<file path="config.mk">
export PLATFORM = sky130hd
export DESIGN_NAME = mcy_mutant_sequencer
export DESIGN_NICKNAME = d
export VERILOG_FILES = /design/src/rtl/mcy_pkg.sv /design/src/rtl/mcy_sig_compare.sv /design/src/rtl/mcy_mutant_sequencer.sv
export SDC_FILE = /design/constraint.sdc
export NUM_CORES = 1
export LEC_CHECK = 0
export CORE_AREA = 2 2 130 132
export DETAILED_ROUTE_END_ITERATION = 8
export DIE_AREA = 0 0 132 134
export GPL_ROUTABILITY_DRIVEN = 0
export HOLD_SLACK_MARGIN = 0.06
export PLACE_DENSITY_LB_ADDON = 0.15
export SLEW_MARGIN = 10
export SYNTH_ARGS = -nofsm -noshare
export SYNTH_HDL_FRONTEND = slang
export SYNTH_SLANG_ARGS = --single-unit
</file>
<file path="constraint.sdc">
create_clock -name clk_i -period 5.9 [get_ports clk_i]
set_clock_uncertainty 0.15 [all_clocks]
set_input_delay 1.18 -clock clk_i [delete_from_list [all_inputs] [get_ports clk_i]]
set_output_delay 1.18 -clock clk_i [all_outputs]
set_load 0.005 [all_outputs]
</file>
<file path="src/rtl/mcy_pkg.sv">
// Shared types for the MCY mutant sequencer: FSM state encoding, default
// widths and the per-mutant result record.
package mcy_pkg;

    localparam int MCY_MUTSEL_W = 8;
    localparam int MCY_WINDOW_W = 16;

    typedef enum logic [2:0] {
        ST_IDLE,
        ST_SELECT,
        ST_SETTLE,
        ST_RUN,
        ST_REPORT,
        ST_FINISH
    } mcy_seq_state_e;

    // Result record; field widths follow the package defaults, so a top
    // instance overriding MUTSEL_W/WINDOW_W needs matching package values.
    typedef struct packed {
        logic [MCY_MUTSEL_W-1:0] idx;
        logic                    detected;
        logic [MCY_WINDOW_W-1:0] cycles;
    } mcy_result_t;

endpackage

</file>
<file path="src/rtl/mcy_sig_compare.sv">
// Purely combinational signature comparator: gates the compare-valid strobe
// with the sequencer's run window and XOR-reduces the two signatures.
module mcy_sig_compare
#(
    parameter int SIG_W = 128
)
(
    input  logic             enable,
    input  logic             cmp_valid,
    input  logic [SIG_W-1:0] sig_golden,
    input  logic [SIG_W-1:0] sig_mutant,
    output logic             count_en,
    output logic             mismatch
);

    // Valid compare cycles inside the window, and mismatches among them
    always_comb begin
        count_en = enable && cmp_valid;
        mismatch = count_en && (|(sig_golden ^ sig_mutant));
    end

endmodule

</file>
<file path="src/rtl/mcy_mutant_sequencer.sv">
// Mutation-coverage sequencer: walks the mutant selector over a programmed
// index range, observes each mutant for a window of valid compare cycles and
// reports detection per mutant over a valid/ready result channel.
module mcy_mutant_sequencer
    import mcy_pkg::*;
#(
    parameter int MUTSEL_W      = MCY_MUTSEL_W,
    parameter int SIG_W         = 128,
    parameter int WINDOW_W      = MCY_WINDOW_W,
    parameter int SETTLE_CYCLES = 2,
    parameter int EARLY_EXIT    = 1
)
(
    input  logic                clk_i,
    input  logic                rst_i,
    input  logic                start_i,
    input  logic                abort_i,
    input  logic [MUTSEL_W-1:0] first_idx_i,
    input  logic [MUTSEL_W-1:0] last_idx_i,
    input  logic [WINDOW_W-1:0] window_i,
    input  logic                cmp_valid_i,
    input  logic [SIG_W-1:0]    sig_golden_i,
    input  logic [SIG_W-1:0]    sig_mutant_i,
    output logic [MUTSEL_W-1:0] mutsel_o,
    output logic                busy_o,
    output logic                done_o,
    output logic                result_valid_o,
    input  logic                result_ready_i,
    output logic [MUTSEL_W-1:0] result_idx_o,
    output logic                result_detected_o,
    output logic [WINDOW_W-1:0] result_cycles_o,
    output logic [MUTSEL_W:0]   detect_count_o
);

    localparam int DCNT_W = MUTSEL_W + 1;
    localparam logic [3:0] SETTLE_LAST =
        4'((SETTLE_CYCLES > 0) ? SETTLE_CYCLES - 1 : 0);

    mcy_seq_state_e      state_q;
    mcy_seq_state_e      state_d;

    logic [MUTSEL_W-1:0] idx_q;
    logic [MUTSEL_W-1:0] last_q;
    logic [WINDOW_W-1:0] window_q;
    logic [MUTSEL_W-1:0] mutsel_q;
    logic [WINDOW_W-1:0] win_cnt_q;
    logic [WINDOW_W-1:0] win_inc;
    logic [3:0]          settle_cnt_q;
    logic                mism_flag_q;
    logic [DCNT_W-1:0]   detect_cnt_q;
    mcy_result_t         result_q;

    logic                count_en;
    logic                mismatch;
    logic                run_done;
    logic                start_bad;
    logic                abort_take;
    logic                handshake;

    mcy_sig_compare #(
        .SIG_W (SIG_W)
    ) u_cmp (
        .enable     (state_q == ST_RUN),
        .cmp_valid  (cmp_valid_i),
        .sig_golden (sig_golden_i),
        .sig_mutant (sig_mutant_i),
        .count_en   (count_en),
        .mismatch   (mismatch)
    );

    // Window bookkeeping, abort qualification and handshake detection
    always_comb begin
        win_inc    = win_cnt_q + WINDOW_W'(1);
        run_done   = (count_en && (win_inc == window_q)) ||
                     ((EARLY_EXIT != 0) && mismatch);
        start_bad  = (first_idx_i > last_idx_i) || (first_idx_i == '0) ||
                     (window_i == '0);
        abort_take = abort_i && (state_q != ST_IDLE) && (state_q != ST_FINISH);
        handshake  = (state_q == ST_REPORT) && !abort_i && result_ready_i;
    end

    // State register
    always_ff @(posedge clk_i) begin
        if (rst_i) begin
            state_q <= ST_IDLE;
        end else begin
            state_q <= state_d;
        end
    end

    // Next-state logic; abort overrides every transition outside IDLE/FINISH
    always_comb begin
        state_d = state_q;
        case (state_q)
            ST_IDLE: begin
                if (start_i) begin
                    state_d = start_bad ? ST_FINISH : ST_SELECT;
                end
            end
            ST_SELECT: begin
                state_d = (SETTLE_CYCLES == 0) ? ST_RUN : ST_SETTLE;
            end
            ST_SETTLE: begin
                if (settle_cnt_q == SETTLE_LAST) begin
                    state_d = ST_RUN;
                end
            end
            ST_RUN: begin
                if (run_done) begin
                    state_d = ST_REPORT;
                end
            end
            ST_REPORT: begin
                if (result_ready_i) begin
                    state_d = (idx_q == last_q) ? ST_FINISH : ST_SELECT;
                end
            end
            ST_FINISH: begin
                state_d = ST_IDLE;
            end
            default: begin
                state_d = ST_IDLE;
            end
        endcase
        if (abort_take) begin
            state_d = ST_FINISH;
        end
    end

    // Output decode from state; an abort withdraws a pending result at once
    always_comb begin
        busy_o         = (state_q != ST_IDLE) && (state_q != ST_FINISH);
        done_o         = (state_q == ST_FINISH);
        result_valid_o = (state_q == ST_REPORT) && !abort_i;
    end

    // Campaign datapath: range latch, selector, window counter, results
    always_ff @(posedge clk_i) begin
        if (rst_i) begin
            idx_q        <= '0;
            last_q       <= '0;
            window_q     <= '0;
            mutsel_q     <= '0;
            win_cnt_q    <= '0;
            settle_cnt_q <= '0;
            mism_flag_q  <= 1'b0;
            detect_cnt_q <= '0;
            result_q     <= '0;
        end else if (!abort_take) begin
            case (state_q)
                ST_IDLE: begin
                    if (start_i) begin
                        idx_q        <= first_idx_i;
                        last_q       <= last_idx_i;
                        window_q     <= window_i;
                        detect_cnt_q <= '0;
                    end
                end
                ST_SELECT: begin
                    mutsel_q     <= idx_q;
                    win_cnt_q    <= '0;
                    settle_cnt_q <= '0;
                    mism_flag_q  <= 1'b0;
                end
                ST_SETTLE: begin
                    settle_cnt_q <= settle_cnt_q + 4'd1;
                end
                ST_RUN: begin
                    if (count_en) begin
                        win_cnt_q <= win_inc;
                    end
                    if (mismatch) begin
                        mism_flag_q <= 1'b1;
                    end
                    // run_done implies a valid cycle, so win_inc is the final count
                    if (run_done) begin
                        result_q.idx      <= idx_q;
                        result_q.detected <= mism_flag_q || mismatch;
                        result_q.cycles   <= win_inc;
                    end
                end
                ST_REPORT: begin
                    if (handshake) begin
                        if (result_q.detected) begin
                            detect_cnt_q <= detect_cnt_q + DCNT_W'(1);
                        end
                        // Increment only when not at last: no wrap at the top index
                        if (idx_q != last_q) begin
                            idx_q <= idx_q + MUTSEL_W'(1);
                        end
                    end
                end
                ST_FINISH: begin
                    mutsel_q <= '0;
                end
                default: begin
                    mutsel_q <= '0;
                end
            endcase
        end
    end

    assign mutsel_o          = mutsel_q;
    assign result_idx_o      = result_q.idx;
    assign result_detected_o = result_q.detected;
    assign result_cycles_o   = result_q.cycles;
    assign detect_count_o    = detect_cnt_q;

endmodule

</file>
# After elaboration in Yosys (flattened, before gate mapping)
# Index checks and enable logic that the tools add are counted.
# totals
register_bits,98
latch_bits,0
ram_bits,0
mem_bits_ro,0
out_inout_bits,45
word_cells,99
memories,0
# op_classes
n_addsub,4
multipliers,0
div,0
n_lt_le_gt_ge,1
n_eq_ne,23
shifts,0
n_mux,22
bitwise_logic,3
n_reduce_logical,33
# ops
cell,n
OR reduction 128 bit,1
XOR 128 bit,1
case mux 16 bit (2 select lines),1
case mux 8 bit (2 select lines),2
2-to-1 mux 9 bit,3
2-to-1 mux 8 bit,3
2-to-1 mux 3 bit,7
case mux 9 bit (2 select lines),1
"adder 16 x 1 -> 16 bit, second input constant",1
equality test 16 bit,1
zero test 16 bit,1
2-to-1 mux 16 bit,1
"!= test 2 bit, second input constant",8
"!= test 3 bit, second input constant",5
case mux 3 bit (5 select lines),1
AND reduction 3 bit,4
AND reduction 5 bit,2
"adder 9 x 1 -> 9 bit, second input constant",1
"adder 8 x 1 -> 8 bit, second input constant",1
equality test 8 bit,1
greater-than comparator 8 bit,1
logical AND 1 bit,8
zero test 8 bit,1
!= test 8 bit,1
19 further kinds,29

# Logic depth before layout (Yosys ltp)
# Gate-level depths: netlist of the first run.
# logic_depth
ltp_word,7
depth_mapped,11

# Modules after synthesis
# A second synthesis of the first run with hierarchy kept.
# unflattened
hier_cells,812
area_unflattened_um2,6607.6
# by_module_without_submodules
module,instances,cells_each,area_each_um2,seq_area_each_um2
mcy_mutant_sequencer,1,640,5210.0,1961.9
mcy_sig_compare,1,172,1397.6,0.0

# Least setup slack after synthesis of the first run
# OpenSTA, ideal clock, no wires.
# synth_timing
path_kind,input port to flip-flop
start,in sig_golden_i[33]
end,reg result_q (netlist bit result_cycles_o[10])
setup_time_ns,0.142
arrival_time_ns,3.093
slack_ns,2.515
path_stages,10
path_buffers,2
cell_sequence,inv_1 -> a22o_1 -> or4_1 -> nor4_1 -> nand4_1 -> and3_1 -> clkbuf_1 -> clkbuf_1 -> nor3_1 -> a211oi_2
# synth_via
elab_chain_cells,5
# synth_lines
element,line_no,rtl
from (decl),mcy_mutant_sequencer.sv:22,"input logic [SIG_W-1:0] sig_golden_i,"
XOR 128 bit,mcy_sig_compare.sv:19,mismatch = count_en && (|(sig_golden ^ sig_mutant));
OR reduction 128 bit,mcy_sig_compare.sv:19,
logical AND 1 bit,mcy_sig_compare.sv:19,
logical OR 1 bit,mcy_mutant_sequencer.sv:74,run_done = (count_en && (win_inc == window_q)) ||
AND reduction 3 bit (no line),n/a,
to (decl),mcy_mutant_sequencer.sv:51,mcy_result_t result_q;
# No other way between the ends.
# A chain may end at the register's enable or synchronous reset.

# Worst setup path after layout of the first run
# layout_timing
start,in abort_i
end,out result_valid_o
# layout_via
elab_chain_cells,2
# layout_lines
element,line_no,rtl
from (decl),mcy_mutant_sequencer.sv:17,"input logic abort_i,"
zero test 1 bit,mcy_mutant_sequencer.sv:134,result_valid_o = (state_q == ST_REPORT) && !abort_i;
logical AND 1 bit,mcy_mutant_sequencer.sv:134,
to (decl),mcy_mutant_sequencer.sv:27,"output logic result_valid_o,"
# No other way between the ends.

==> results of run 1 <==
[stage by stage]
stage / hold WS, ns / std cells / total power, uW / instance area, um^2
after floorplan: 0.287 / 879 / 998 / 6810
after global placement: 0.292 / 1398 / 1300 / 10300
after detailed placement: 0.296 / 1398 / 1310 / 10300
after CTS: 0.306 / 1414 / 1950 / 10600
after global routing: 0.321 / 1414 / 2040 / 10600
final: 0.304 / 1415 / 1950 / 10600
[Yosys cell counts, types with 2 or more instances]
master	number	area, um^2
sky130_fd_sc_hd__xor2_1	111	972
sky130_fd_sc_hd__dfxtp_1	98	1960
sky130_fd_sc_hd__nand2_1	89	334
sky130_fd_sc_hd__a21oi_1	74	370
sky130_fd_sc_hd__nor2_1	71	267
sky130_fd_sc_hd__xnor2_1	46	403
sky130_fd_sc_hd__nand3_1	42	210
sky130_fd_sc_hd__o21ai_0	40	200
sky130_fd_sc_hd__nor4_1	35	219
sky130_fd_sc_hd__clkbuf_1	34	128
sky130_fd_sc_hd__inv_1	29	109
sky130_fd_sc_hd__nor3_1	27	135
sky130_fd_sc_hd__nand4_1	26	163
sky130_fd_sc_hd__ha_1	13	163
sky130_fd_sc_hd__a22oi_1	10	75.1
sky130_fd_sc_hd__and3_1	10	62.6
sky130_fd_sc_hd__a211oi_2	9	113
sky130_fd_sc_hd__nand2b_1	9	56.3
sky130_fd_sc_hd__nor2b_1	7	43.8
sky130_fd_sc_hd__a211oi_1	6	45.0
sky130_fd_sc_hd__or3_1	6	37.5
sky130_fd_sc_hd__a22o_1	5	43.8
sky130_fd_sc_hd__nand3b_1	5	37.5
sky130_fd_sc_hd__o22ai_1	5	31.3
sky130_fd_sc_hd__a21o_1	4	30.0
sky130_fd_sc_hd__a311oi_1	4	35.0
sky130_fd_sc_hd__and4_1	4	35.0
sky130_fd_sc_hd__buf_2	4	20.0
sky130_fd_sc_hd__or2_2	4	25.0
sky130_fd_sc_hd__or4_1	4	30.0
sky130_fd_sc_hd__buf_4	3	22.5
sky130_fd_sc_hd__o31ai_1	3	22.5
sky130_fd_sc_hd__a2111oi_0	2	17.5
sky130_fd_sc_hd__a31oi_1	2	12.5
sky130_fd_sc_hd__o2111ai_1	2	17.5
sky130_fd_sc_hd__o21a_1	2	15.0
sky130_fd_sc_hd__o2bb2ai_1	2	17.5
sky130_fd_sc_hd__o41ai_1	2	17.5
sky130_fd_sc_hd__or4_4	2	22.5
[state kept, by name, summed over array words and instances (netlist names)]
signal,cells
detect_count_o,9
last_q,8
win_cnt_q,16
state_q,3
mutsel_o,8
idx_q,8
result_cycles_o,16
result_detected_o,1
window_q,16
settle_cnt_q,4
result_idx_o,8
mism_flag_q,1
[layout by cell type (no fill, tap or decap), types with 4 or more instances in the layout]
master,instances
sky130_fd_sc_hd__a21oi_1,74
sky130_fd_sc_hd__inv_1,29
sky130_fd_sc_hd__nand4_1,26
sky130_fd_sc_hd__xor2_1,111
sky130_fd_sc_hd__nor2b_1,7
sky130_fd_sc_hd__a311oi_1,4
sky130_fd_sc_hd__dfxtp_1,98
sky130_fd_sc_hd__nor2_1,71
sky130_fd_sc_hd__or3_1,6
sky130_fd_sc_hd__ha_1,13
sky130_fd_sc_hd__nand2_1,89
sky130_fd_sc_hd__o22ai_1,5
sky130_fd_sc_hd__nand3b_1,5
sky130_fd_sc_hd__clkdlybuf4s50_1,337
sky130_fd_sc_hd__nor3_1,27
sky130_fd_sc_hd__a22o_1,5
sky130_fd_sc_hd__a211oi_2,9
sky130_fd_sc_hd__nand3_1,42
sky130_fd_sc_hd__clkbuf_16,9
sky130_fd_sc_hd__a211oi_1,6
sky130_fd_sc_hd__a22oi_1,10
sky130_fd_sc_hd__and3_1,10
sky130_fd_sc_hd__or2_2,4
sky130_fd_sc_hd__nand2b_1,9
sky130_fd_sc_hd__buf_4,5
sky130_fd_sc_hd__a21o_1,4
sky130_fd_sc_hd__and4_1,4
sky130_fd_sc_hd__xnor2_1,46
sky130_fd_sc_hd__or4_1,4
sky130_fd_sc_hd__o21ai_0,40
sky130_fd_sc_hd__nor4_1,35
[power by group]
group	switching (uW)	internal, uW	total (uW)
logic	252	310	562
registers	48.7	691	740
clock network	274	375	649
total	575	1380	1950
[worst min-delay path, cell delays in order (launching register included)]
cell and delay (ns):
sky130_fd_sc_hd__dfxtp_1 0.31, sky130_fd_sc_hd__nand2_1 0.05, sky130_fd_sc_hd__a21oi_1 0.05
[final cells by class]
cell class,instances,area (um^2),area share
antenna,1,2.50,0.000235
clock buffer,9,225,0.0212
clock inverter,7,100,0.00942
inverter,30,113,0.0106
multi-input combinational,707,4540,0.427
sequential,98,1960,0.185
tap,220,275,0.0259
timing repair buffer,343,3420,0.321
[cell families after synthesis]
family | count (synthesis) | synth area share
flops | 98 | 0.288
xor+xnor | 158 | 0.205
simple gates | 352 | 0.266
buf+inv | 74 | 0.0461
compound gates | 184 | 0.171
fa+ha+maj | 13 | 0.0239
[how the worst max path moves through the flow]
stage                     start                  end  slack, ns  cells after the start
2_1_floorplan  sig_golden_i[33]  result_cycles_o[10]       2.52                     10
3_3_place_gp   sig_mutant_i[10]  result_cycles_o[10]       1.59                      9
3_5_place_dp   sig_mutant_i[10]  result_cycles_o[11]       1.54                      9
4_1_cts                 abort_i       result_valid_o       1.68                      3
5_1_grt            win_cnt_q[0]   result_cycles_o[5]       1.61                     10
6_report                abort_i       result_valid_o       1.65                      3
[per-layer routing]
| layer | track usage | share of wire |
|---|---|---|
| met1 | 0.376 | 0.39 |
| met2 | 0.555 | 0.50 |
| met3 | 0.0952 | 0.090 |
| met4 | 0.0664 | 0.018 |
| met5 | 0 | 0.0011 |
==> flow_summary.html, run 1 <==
<table>
<tr><th>Metric</th><th>Value</th></tr>
<tr><th colspan="2">Setup path</th></tr>
<tr><td>Minimum setup slack among reg-to-reg paths</td><td>1.84 ns</td></tr>
<tr><td>Startpoint Class</td><td>primary input</td></tr>
<tr><td>Most common cell type on the critical path</td><td>sky130_fd_sc_hd__clkdlybuf4s50_1</td></tr>
<tr><td>Maximum fanout count along the critical path</td><td>12</td></tr>
<tr><td>Data arrival time of the worst path</td><td>2.92 ns</td></tr>
<tr><td>Endpoint type of the worst setup path</td><td>primary output</td></tr>
<tr><td>CP max-delay cell</td><td>sky130_fd_sc_hd__clkdlybuf4s50_1</td></tr>
<tr><td>Number of cells traversed by the worst register-to-register path</td><td>10</td></tr>
<tr><td>Kind of cell adding the most delay to the critical path</td><td>buffers and inverters</td></tr>
<tr><td>Count of buffer and inverter cells on the critical path</td><td>2</td></tr>
<tr><td>Worst setup path category</td><td>primary input to primary output</td></tr>
<tr><td>Data required, critical path</td><td>4.57 ns</td></tr>
<tr><td>Cell-by-cell trace of the critical path</td><td>clkdlybuf4s50_1 &gt; nor2_1 &gt; clkdlybuf4s50_1</td></tr>
<tr><td>Critical register-to-register path endpoint</td><td>result_cycles_o[5]</td></tr>
<tr><td>Worst flop-to-flop path startpoint</td><td>win_cnt_q[0]</td></tr>
<tr><td>Worst path max stage delay</td><td>0.65 ns</td></tr>
<tr><th colspan="2">Clock tree</th></tr>
<tr><td>TritonCTS clock tree</td><td>built</td></tr>
<tr><td>Clk sinks</td><td>98</td></tr>
<tr><td>Cts bufs inserted</td><td>9</td></tr>
<tr><td>Post-cts resize count</td><td>0</td></tr>
<tr><td>Clock root buffer</td><td>sky130_fd_sc_hd__clkbuf_16</td></tr>
<tr><td>Worst-skew pair later-pin latency</td><td>0.35 ns</td></tr>
<tr><td>CTS clk-pin slew, worst paths</td><td>0.07 ns</td></tr>
<tr><td>H-tree levels</td><td>3</td></tr>
<tr><td>Maximum buffer depth of the clock tree</td><td>2</td></tr>
<tr><td>Postcts setup bufs</td><td>0</td></tr>
<tr><td>Hold bufs inserted after CTS</td><td>0</td></tr>
<tr><th colspan="2">Timing</th></tr>
<tr><td>Number of setup violations in the final report</td><td>0</td></tr>
<tr><td>Part of the cycle the worst path needs</td><td>0.721</td></tr>
<tr><td>Setup repair after global routing missed its margin</td><td>false</td></tr>
<tr><td>Number of slew-limit violations in the final report</td><td>0</td></tr>
<tr><td>Shortest period the worst path allows</td><td>4.25 ns</td></tr>
<tr><td>Measured slew at the worst slew-check pin</td><td>1.01 ns</td></tr>
<tr><td>Setup Total Neg Slack</td><td>0 ns</td></tr>
<tr><td>Remaining max-slew budget at the tightest pin</td><td>0.325</td></tr>
<tr><td>Hold Violations, Final</td><td>0</td></tr>
<tr><td>Worst setup margin</td><td>1.65 ns</td></tr>
<tr><td>Timing-limited maximum frequency</td><td>235 MHz</td></tr>
<tr><th colspan="2">Die</th></tr>
<tr><td>Area of the die</td><td>0.0177 mm^2</td></tr>
<tr><td>Die span in y</td><td>134 um</td></tr>
<tr><td>Total I/O pin count</td><td>339</td></tr>
<tr><td>Number of standard-cell rows in the floorplan</td><td>47</td></tr>
<tr><td>Total core area</td><td>0.0163 mm^2</td></tr>
<tr><td>Initial core utilization</td><td>0.418</td></tr>
<tr><td>Floorplan die width</td><td>132 um</td></tr>
<tr><th colspan="2">Detailed routing</th></tr>
<tr><td>Number of iterations in the first detailed-routing pass</td><td>5</td></tr>
<tr><td>Wirelength, routed</td><td>28100 um</td></tr>
<tr><td>Via count normalized by instance count</td><td>5.49</td></tr>
<tr><td>Routed wirelength normalized by instance count</td><td>19.9 um</td></tr>
<tr><td>Count of unresolved DRC violations after routing</td><td>0</td></tr>
<tr><td>Count of antenna-violating nets left after detailed routing</td><td>0</td></tr>
<tr><td>Via total after detailed routing</td><td>7775</td></tr>
<tr><td>DRC marker count from the first detailed-route iteration</td><td>600</td></tr>
<tr><th colspan="2">Synthesis</th></tr>
<tr><td>Mapped Area</td><td>0.00681 mm^2</td></tr>
<tr><td>Synthesized netlist net count</td><td>1186</td></tr>
<tr><td>Cells after Synth</td><td>879</td></tr>
<tr><td>Synthesized area per cell</td><td>7.75 um^2</td></tr>
<tr><td>Sequential element share of the synthesized area</td><td>0.288</td></tr>
<tr><td>Post-synth cell types</td><td>67</td></tr>
<tr><td>Predominant post-synthesis flop cell</td><td>sky130_fd_sc_hd__dfxtp_1</td></tr>
<tr><td>Synthesis-stage register bit count</td><td>98</td></tr>
<tr><td>FFs w/ async S/R, synth</td><td>0</td></tr>
<tr><td>Number of synthesized flops with an enable pin</td><td>0</td></tr>
<tr><td>Syn. warnings</td><td>0</td></tr>
<tr><th colspan="2">Pwr</th></tr>
<tr><td>Leakage power of the design</td><td>0.00384 uW</td></tr>
<tr><td>Ratio of total power to cell area</td><td>184 mW/mm^2</td></tr>
<tr><td>Peak ir drop on the vdd network</td><td>0.123 mV</td></tr>
<tr><th colspan="2">Placement</th></tr>
<tr><td>Input/output buffers</td><td>338</td></tr>
<tr><td>Minimum setup slack after placement</td><td>1.54 ns</td></tr>
<tr><td>Post-DP HPWL</td><td>23200 um</td></tr>
<tr><th colspan="2">Global routing</th></tr>
<tr><td>Remaining global-route overflow</td><td>0</td></tr>
<tr><td>Antenna violations before repair</td><td>4</td></tr>
<tr><td>Largest net degree at the start of global routing</td><td>85</td></tr>
<tr><td>Number of global-route vias before repair</td><td>7418</td></tr>
<tr><td>GRT Overall Usage</td><td>0.314</td></tr>
<tr><td>First-pass GRT wire length</td><td>42600 um</td></tr>
<tr><th colspan="2">Finish</th></tr>
<tr><td>Number of nets in the final layout</td><td>1496</td></tr>
<tr><td>Layout overhead on the synthesized area</td><td>56.0%</td></tr>
<tr><td>Utilization after layout</td><td>0.653</td></tr>
<tr><td>Fraction of layout instances using a drive strength above 1</td><td>0.0402</td></tr>
<tr><td>Number of fill cells in the layout</td><td>1443</td></tr>
<tr><th colspan="2">Outcome</th></tr>
<tr><td>Run status</td><td>completed</td></tr>
<tr><th colspan="2">Min path</th></tr>
<tr><td>Worst hold path endpoint</td><td>mutsel_o[3]</td></tr>
<tr><td>Worst min-delay path startpoint</td><td>mutsel_o[3]</td></tr>
<tr><td>Worst hold path cell count</td><td>2</td></tr>
<tr><td>Type of the tightest min-delay check</td><td>register to register</td></tr>
<tr><th colspan="2">Flow run</th></tr>
<tr><td>Maxcap violations</td><td>0</td></tr>
</table>
Power figures use the tool's default switching activity.
==> run 2: changes to the inputs <==
--- a/config.mk
+++ b/config.mk
@@ -5,9 +5,9 @@
 export SDC_FILE = /design/constraint.sdc
 export NUM_CORES = 1
 export LEC_CHECK = 0
-export CORE_AREA = 2 2 130 132
+export CORE_MARGIN = 2
+export CORE_UTILIZATION = 41
 export DETAILED_ROUTE_END_ITERATION = 8
-export DIE_AREA = 0 0 132 134
 export GPL_ROUTABILITY_DRIVEN = 0
 export HOLD_SLACK_MARGIN = 0.06
 export PLACE_DENSITY_LB_ADDON = 0.15
==> constraint.sdc (replaced) <==
create_clock -name clk_i -period 4.39 [get_ports clk_i]
set_clock_uncertainty 0.15 [all_clocks]
set_input_delay 0.878 -clock clk_i [delete_from_list [all_inputs] [get_ports clk_i]]
set_output_delay 0.878 -clock clk_i [all_outputs]
set_load 0.005 [all_outputs]
==> run 2 against run 1 <==
Final cell count increased by 0.57%. Total power increased by 37%. Core utilization increased by 0.089 points. Wire length decreased by 3.8%. Worst setup slack got worse by 0.93 ns. Non-clock buffer count increased by 9. Global-route usage decreased by 1.1 points. Critical path depth increased by 6. Die area decreased by 0.15%. Sequential power increased by 33%.
==> flow_summary.html, run 2 (synthesis gave the netlist of run 1 again) <==
<table>
<tr><th>Metric</th><th>Value</th></tr>
<tr><th colspan="2">Outcome</th></tr>
<tr><td>Run status</td><td>completed</td></tr>
<tr><th colspan="2">Global routing</th></tr>
<tr><td>GRT Overall Usage</td><td>0.302</td></tr>
<tr><td>Met3 track demand over resource in global routing</td><td>0.0751</td></tr>
<tr><td>Number of global-route vias before repair</td><td>7524</td></tr>
<tr><td>GRT met1 Usage</td><td>0.367</td></tr>
<tr><td>Busiest grt layer</td><td>met2</td></tr>
<tr><td>M2 GR Usage</td><td>0.542</td></tr>
<tr><td>Remaining global-route overflow</td><td>0</td></tr>
<tr><td>Antenna violations before repair</td><td>1</td></tr>
<tr><td>Largest net degree at the start of global routing</td><td>56</td></tr>
<tr><td>First-pass GRT wire length</td><td>41500 um</td></tr>
<tr><th colspan="2">Placement</th></tr>
<tr><td>Input/output buffers</td><td>338</td></tr>
<tr><td>Post-DP HPWL</td><td>22400 um</td></tr>
<tr><td>Minimum setup slack after placement</td><td>0.360 ns</td></tr>
<tr><th colspan="2">Timing</th></tr>
<tr><td>Part of the cycle the worst path needs</td><td>0.837</td></tr>
<tr><td>Worst hold margin</td><td>0.299 ns</td></tr>
<tr><td>Number of slew-limit violations in the final report</td><td>0</td></tr>
<tr><td>Remaining max-slew budget at the tightest pin</td><td>0.282</td></tr>
<tr><td>Number of setup violations in the final report</td><td>0</td></tr>
<tr><td>Measured slew at the worst slew-check pin</td><td>1.08 ns</td></tr>
<tr><td>Setup repair after global routing missed its margin</td><td>false</td></tr>
<tr><td>Hold Violations, Final</td><td>0</td></tr>
<tr><td>Shortest period the worst path allows</td><td>3.68 ns</td></tr>
<tr><td>Timing-limited maximum frequency</td><td>272 MHz</td></tr>
<tr><td>Worst setup margin</td><td>0.714 ns</td></tr>
<tr><td>Setup Total Neg Slack</td><td>0 ns</td></tr>
<tr><th colspan="2">Die</th></tr>
<tr><td>Number of standard-cell rows in the floorplan</td><td>47</td></tr>
<tr><td>Floorplan die width</td><td>133 um</td></tr>
<tr><td>Die span in y</td><td>133 um</td></tr>
<tr><td>Total I/O pin count</td><td>339</td></tr>
<tr><td>Area of the die</td><td>0.0177 mm^2</td></tr>
<tr><td>Initial core utilization</td><td>0.415</td></tr>
<tr><td>Total core area</td><td>0.0164 mm^2</td></tr>
<tr><th colspan="2">Finish</th></tr>
<tr><td>Number of fill cells in the layout</td><td>1447</td></tr>
<tr><td>Layout overhead on the synthesized area</td><td>57.4%</td></tr>
<tr><td>Area of combinational cells with multiple inputs</td><td>0.00454 mm^2</td></tr>
<tr><td>Fraction of layout instances using a drive strength above 1</td><td>0.0474</td></tr>
<tr><td>Count of antenna diodes in the layout</td><td>0</td></tr>
<tr><td>Top library cells by usage in the layout, fill and taps aside</td><td>337 x sky130_fd_sc_hd__clkdlybuf4s50_1, 111 x sky130_fd_sc_hd__xor2_1, 98 x sky130_fd_sc_hd__dfxtp_1</td></tr>
<tr><td>Number of nets in the final layout</td><td>1505</td></tr>
<tr><td>Leading cell type in the layout, fill and taps excluded</td><td>sky130_fd_sc_hd__clkdlybuf4s50_1</td></tr>
<tr><td>Sequential cell area in the final layout</td><td>0.00196 mm^2</td></tr>
<tr><td>Utilization after layout</td><td>0.653</td></tr>
<tr><th colspan="2">Clock tree</th></tr>
<tr><td>Clk sinks</td><td>98</td></tr>
<tr><td>TritonCTS clock tree</td><td>built</td></tr>
<tr><td>Cts bufs inserted</td><td>9</td></tr>
<tr><td>Maximum buffer depth of the clock tree</td><td>2</td></tr>
<tr><td>Post-cts resize count</td><td>0</td></tr>
<tr><td>Postcts setup bufs</td><td>0</td></tr>
<tr><td>CTS clk-pin slew, worst paths</td><td>0.07 ns</td></tr>
<tr><td>Hold bufs inserted after CTS</td><td>0</td></tr>
<tr><td>H-tree levels</td><td>3</td></tr>
<tr><td>Clock root buffer</td><td>sky130_fd_sc_hd__clkbuf_16</td></tr>
<tr><td>Worst-skew pair later-pin latency</td><td>0.34 ns</td></tr>
<tr><th colspan="2">Detailed routing</th></tr>
<tr><td>Routed wirelength normalized by instance count</td><td>19.0 um</td></tr>
<tr><td>Number of iterations in the first detailed-routing pass</td><td>6</td></tr>
<tr><td>Via count normalized by instance count</td><td>5.38</td></tr>
<tr><td>Via total after detailed routing</td><td>7662</td></tr>
<tr><td>Count of antenna-violating nets left after detailed routing</td><td>0</td></tr>
<tr><td>DRC marker count from the first detailed-route iteration</td><td>684</td></tr>
<tr><td>Count of unresolved DRC violations after routing</td><td>0</td></tr>
<tr><td>Wirelength, routed</td><td>27000 um</td></tr>
<tr><th colspan="2">Setup path</th></tr>
<tr><td>Startpoint Class</td><td>primary input</td></tr>
<tr><td>Data required, critical path</td><td>4.44 ns</td></tr>
<tr><td>Endpoint type of the worst setup path</td><td>register</td></tr>
<tr><td>Most common cell type on the critical path</td><td>sky130_fd_sc_hd__nor4_1</td></tr>
<tr><td>Maximum fanout count along the critical path</td><td>26</td></tr>
<tr><td>Data arrival time of the worst path</td><td>3.73 ns</td></tr>
<tr><td>CP max-delay cell</td><td>sky130_fd_sc_hd__and3_1</td></tr>
<tr><td>Worst setup path category</td><td>primary input to register</td></tr>
<tr><td>Cell-by-cell trace of the critical path</td><td>clkdlybuf4s50_1 &gt; xor2_1 &gt; nor4_1 &gt; nand2_1 &gt; nor4_1 &gt; nand4_1 &gt; and3_1 &gt; nor3_1 &gt; a211oi_2</td></tr>
<tr><td>Worst path max stage delay</td><td>0.59 ns</td></tr>
<tr><th colspan="2">Pwr</th></tr>
<tr><td>Ratio of total power to cell area</td><td>250 mW/mm^2</td></tr>
<tr><td>Peak ir drop on the vdd network</td><td>0.214 mV</td></tr>
<tr><td>Total chip power</td><td>2680 uW</td></tr>
<tr><td>Leakage power of the design</td><td>0.00390 uW</td></tr>
<tr><th colspan="2">Flow run</th></tr>
<tr><td>Maxcap violations</td><td>0</td></tr>
<tr><th colspan="2">Min path</th></tr>
<tr><td>Type of the tightest min-delay check</td><td>register to register</td></tr>
</table>
## run 2: area by class of cell
class / instances / area share
clock inverter: 6 / 0.0105
tap: 220 / 0.0257
timing repair buffer: 352 / 0.325
sequential: 98 / 0.183
multi-input combinational: 707 / 0.423
inverter: 30 / 0.0105
clock buffer: 10 / 0.0223
## run 2: worst max-delay path, delay by kind of cell
kind | cells | cell delay (ns)
simple gates | 6 | 2.10
compound gates | 1 | 0.07
xor+xnor | 1 | 0.19
buf+inv | 1 | 0.48
## run 2: path summary, 6_finish.rpt
| path | slack [ns] | endpoint | startpoint | cells past startpoint |
|---|---|---|---|---|
| worst min-delay path | 0.30 | mutsel_o[3] | mutsel_o[3] | 2 |
| worst max register to register | 0.77 | result_cycles_o[6] | win_cnt_q[1] | 9 |
| worst min register to register | 0.30 | mutsel_o[3] | mutsel_o[3] | 2 |
| worst max-delay path | 0.71 | result_cycles_o[7] | sig_mutant_i[36] | 9 |
## run 2: layer usage
layer,vias up,share of wire,wire [um]
li1,3748,-,-
met1,3537,0.40,10900
met2,348,0.50,13600
met3,27,0.081,2180
met4,2,0.014,381
met5,-,0.00048,13
## run 2: report_power, final
group / switching (uW) / total [uW] / internal (uW)
Sequential: 54.2 / 983 / 929
Clock: 349 / 924 / 575
Combinational: 348 / 772 / 424
## run 2: metrics by stage
| stage | instances | cell area, um^2 |
|---|---|---|
| 2_1_floorplan | 879 | 6810 |
| 3_3_place_gp | 1407 | 10400 |
| 3_5_place_dp | 1407 | 10400 |
| 4_1_cts | 1423 | 10700 |
| 5_1_grt | 1423 | 10700 |
| 6_report | 1423 | 10700 |
==> run 3: changes to the inputs <==
==> constraint.sdc (replaced) <==
create_clock -name clk_i -period 3.8 [get_ports clk_i]
set_clock_uncertainty 0.15 [all_clocks]
set_input_delay 0.76 -clock clk_i [delete_from_list [all_inputs] [get_ports clk_i]]
set_output_delay 0.76 -clock clk_i [all_outputs]
set_load 0.005 [all_outputs]
==> run 3 against run 2 <==
Worst setup slack worse by 0.44 ns. Cell area grew 0.28%. Non-clock buffer count is 7 higher. Clock power is 2.3% higher. Final cell count increased by 0.84%. Hold slack gained 0.0036 ns. Register-to-register slack got worse by 0.49 ns. First-iteration DRC count shrank 6.0%. Critical path depth fell by 2. Combinational power grew 15%. Via count rose by 1.8%. Sequential share of layout area decreased by 0.051 points. Critical endpoint is now result_cycles_o[5].
==> flow_summary.html, run 3 (synthesis gave the netlist of run 1 again) <==
<table>
<tr><th>Metric</th><th>Value</th></tr>
<tr><th colspan="2">Pwr</th></tr>
<tr><td>Relative contribution of the clock network to total power</td><td>0.318</td></tr>
<tr><td>Fraction of power spent switching nets</td><td>0.296</td></tr>
<tr><td>Total chip power</td><td>2980 uW</td></tr>
<tr><td>Leakage power of the design</td><td>0.00392 uW</td></tr>
<tr><td>Sequential Power Share</td><td>0.383</td></tr>
<tr><td>Combinational Power Share</td><td>0.299</td></tr>
<tr><td>Peak ir drop on the vdd network</td><td>0.215 mV</td></tr>
<tr><td>Internal power consumption</td><td>2090 uW</td></tr>
<tr><td>Ratio of total power to cell area</td><td>277 mW/mm^2</td></tr>
<tr><td>Switching power</td><td>881 uW</td></tr>
<tr><th colspan="2">Clock tree</th></tr>
<tr><td>CTS clk-pin slew, worst paths</td><td>0.07 ns</td></tr>
<tr><td>TritonCTS clock tree</td><td>built</td></tr>
<tr><td>Clk sinks</td><td>98</td></tr>
<tr><td>Hold bufs inserted after CTS</td><td>0</td></tr>
<tr><td>Clock root buffer</td><td>sky130_fd_sc_hd__clkbuf_16</td></tr>
<tr><td>Postcts setup bufs</td><td>0</td></tr>
<tr><td>Worst-skew pair later-pin latency</td><td>0.35 ns</td></tr>
<tr><td>Cts bufs inserted</td><td>9</td></tr>
<tr><td>H-tree levels</td><td>3</td></tr>
<tr><td>Maximum buffer depth of the clock tree</td><td>2</td></tr>
<tr><td>Post-cts resize count</td><td>0</td></tr>
<tr><th colspan="2">Finish</th></tr>
<tr><td>Leading cell type in the layout, fill and taps excluded</td><td>sky130_fd_sc_hd__clkdlybuf4s50_1</td></tr>
<tr><td>Fin area</td><td>0.0108 mm^2</td></tr>
<tr><td>Top library cells by usage in the layout, fill and taps aside</td><td>337 x sky130_fd_sc_hd__clkdlybuf4s50_1, 111 x sky130_fd_sc_hd__xor2_1, 98 x sky130_fd_sc_hd__dfxtp_1</td></tr>
<tr><td>Number of nets in the final layout</td><td>1512</td></tr>
<tr><td>Fraction of layout instances using a drive strength above 1</td><td>0.0529</td></tr>
<tr><td>Number of fill cells in the layout</td><td>1479</td></tr>
<tr><td>Layout overhead on the synthesized area</td><td>57.8%</td></tr>
<tr><td>Layout Cells excl Fill</td><td>1435</td></tr>
<tr><th colspan="2">Setup path</th></tr>
<tr><td>Data arrival time of the worst path</td><td>3.59 ns</td></tr>
<tr><td>Cell-by-cell trace of the critical path</td><td>nand4_2 &gt; or3_1 &gt; o31ai_1 &gt; or4b_4 &gt; or4_4 &gt; nand2_4 &gt; a311oi_1</td></tr>
<tr><td>Maximum fanout count along the critical path</td><td>14</td></tr>
<tr><td>Startpoint Class</td><td>register</td></tr>
<tr><td>Count of buffer and inverter cells on the critical path</td><td>0</td></tr>
<tr><td>Endpoint type of the worst setup path</td><td>register</td></tr>
<tr><td>Worst setup path category</td><td>register to register</td></tr>
<tr><td>Kind of cell adding the most delay to the critical path</td><td>simple AND/OR/NAND/NOR gates</td></tr>
<tr><td>Data required, critical path</td><td>3.87 ns</td></tr>
<tr><td>CP max-delay cell</td><td>sky130_fd_sc_hd__or4_4</td></tr>
<tr><td>Worst path max stage delay</td><td>0.66 ns</td></tr>
<tr><th colspan="2">Placement</th></tr>
<tr><td>Cell area after placement</td><td>0.0104 mm^2</td></tr>
<tr><td>Total placed cells including tap cells</td><td>1414</td></tr>
<tr><td>Minimum setup slack after placement</td><td>0.208 ns</td></tr>
<tr><td>Post-DP HPWL</td><td>22500 um</td></tr>
<tr><td>Input/output buffers</td><td>338</td></tr>
<tr><th colspan="2">Detailed routing</th></tr>
<tr><td>Wirelength, routed</td><td>27200 um</td></tr>
<tr><td>DRC marker count from the first detailed-route iteration</td><td>643</td></tr>
<tr><td>Number of iterations in the first detailed-routing pass</td><td>5</td></tr>
<tr><td>Count of antenna-violating nets left after detailed routing</td><td>0</td></tr>
<tr><td>Routed wirelength normalized by instance count</td><td>18.9 um</td></tr>
<tr><td>Count of unresolved DRC violations after routing</td><td>0</td></tr>
<tr><td>Via count normalized by instance count</td><td>5.43</td></tr>
<tr><td>Via total after detailed routing</td><td>7797</td></tr>
<tr><th colspan="2">Timing</th></tr>
<tr><td>Shortest period the worst path allows</td><td>3.52 ns</td></tr>
<tr><td>Setup Total Neg Slack</td><td>0 ns</td></tr>
<tr><td>Remaining max-slew budget at the tightest pin</td><td>0.159</td></tr>
<tr><td>Part of the cycle the worst path needs</td><td>0.927</td></tr>
<tr><td>Setup repair after global routing missed its margin</td><td>false</td></tr>
<tr><td>Measured slew at the worst slew-check pin</td><td>1.25 ns</td></tr>
<tr><td>Timing-limited maximum frequency</td><td>284 MHz</td></tr>
<tr><td>Hold Violations, Final</td><td>0</td></tr>
<tr><td>Number of slew-limit violations in the final report</td><td>0</td></tr>
<tr><td>Number of setup violations in the final report</td><td>0</td></tr>
<tr><td>Worst setup margin</td><td>0.277 ns</td></tr>
<tr><th colspan="2">Die</th></tr>
<tr><td>Floorplan die width</td><td>133 um</td></tr>
<tr><td>Initial core utilization</td><td>0.415</td></tr>
<tr><td>Die span in y</td><td>133 um</td></tr>
<tr><td>Total I/O pin count</td><td>339</td></tr>
<tr><td>Area of the die</td><td>0.0177 mm^2</td></tr>
<tr><td>Total core area</td><td>0.0164 mm^2</td></tr>
<tr><td>Number of standard-cell rows in the floorplan</td><td>47</td></tr>
<tr><th colspan="2">Global routing</th></tr>
<tr><td>Remaining global-route overflow</td><td>0</td></tr>
<tr><td>Number of global-route vias before repair</td><td>7221</td></tr>
<tr><td>First-pass GRT wire length</td><td>40700 um</td></tr>
<tr><td>GRT Overall Usage</td><td>0.300</td></tr>
<tr><td>Largest net degree at the start of global routing</td><td>48</td></tr>
<tr><td>Antenna violations before repair</td><td>5</td></tr>
<tr><th colspan="2">Min path</th></tr>
<tr><td>Type of the tightest min-delay check</td><td>register to register</td></tr>
<tr><th colspan="2">Flow run</th></tr>
<tr><td>Maxcap violations</td><td>0</td></tr>
<tr><th colspan="2">Outcome</th></tr>
<tr><td>Run status</td><td>completed</td></tr>
</table>
==> run 3: final timing paths <==
check | startpoint | endpoint | slack, ns | depth (start not counted)
worst min-delay path | mutsel_o[4] | mutsel_o[4] | 0.30 | 2
worst max register to register | win_cnt_q[3] | result_cycles_o[5] | 0.28 | 7
worst min register to register | mutsel_o[4] | mutsel_o[4] | 0.30 | 2
worst max-delay path | win_cnt_q[3] | result_cycles_o[5] | 0.28 | 7
==> run 3: cell type report <==
cell class / count / area [um^2] / area share
clock inverters: 6 / 65.1 / 0.00605
diodes: 5 / 12.5 / 0.00116
inverters: 30 / 113 / 0.0105
clock buffers: 10 / 239 / 0.0222
well taps: 220 / 275 / 0.0256
multi-input cells: 707 / 4540 / 0.422
repair buffers: 359 / 3550 / 0.330
flip-flops and latches: 98 / 1960 / 0.182
==> run 3: power groups by stage <==
| stage | sequential (uW) | clock (uW) | combinational (uW) |
|---|---|---|---|
| 6_report | 1140 | 945 | 890 |
| 5_1_grt | 1140 | 992 | 968 |
| 4_1_cts | 1140 | 955 | 889 |
| 3_5_place_dp | 1160 | 0 | 884 |
| 3_3_place_gp | 1160 | 0 | 875 |
| 2_1_floorplan | 1130 | 0 | 417 |
==> run 3: per-layer routing <==
layer / up-vias / share of wire / track usage
li1: 3780 / - / -
met1: 3586 / 0.39 / 0.356
met2: 380 / 0.49 / 0.515
met3: 49 / 0.085 / 0.0866
met4: 2 / 0.033 / 0.112
met5: - / 0.00051 / 0
==> run 3: worst min-delay path, stage by stage (launching register included) <==
cell and delay (ns):
sky130_fd_sc_hd__dfxtp_1 0.31, sky130_fd_sc_hd__nand2_1 0.05, sky130_fd_sc_hd__a21oi_1 0.05
==> run 3: per-stage QoR <==
step	utilization	hold slack, ns
3_5_place_dp	0.636	0.301
3_3_place_gp	0.636	0.293
6_report	0.655	0.302
4_1_cts	0.654	0.309
2_1_floorplan	-	0.287
5_1_grt	0.654	0.332
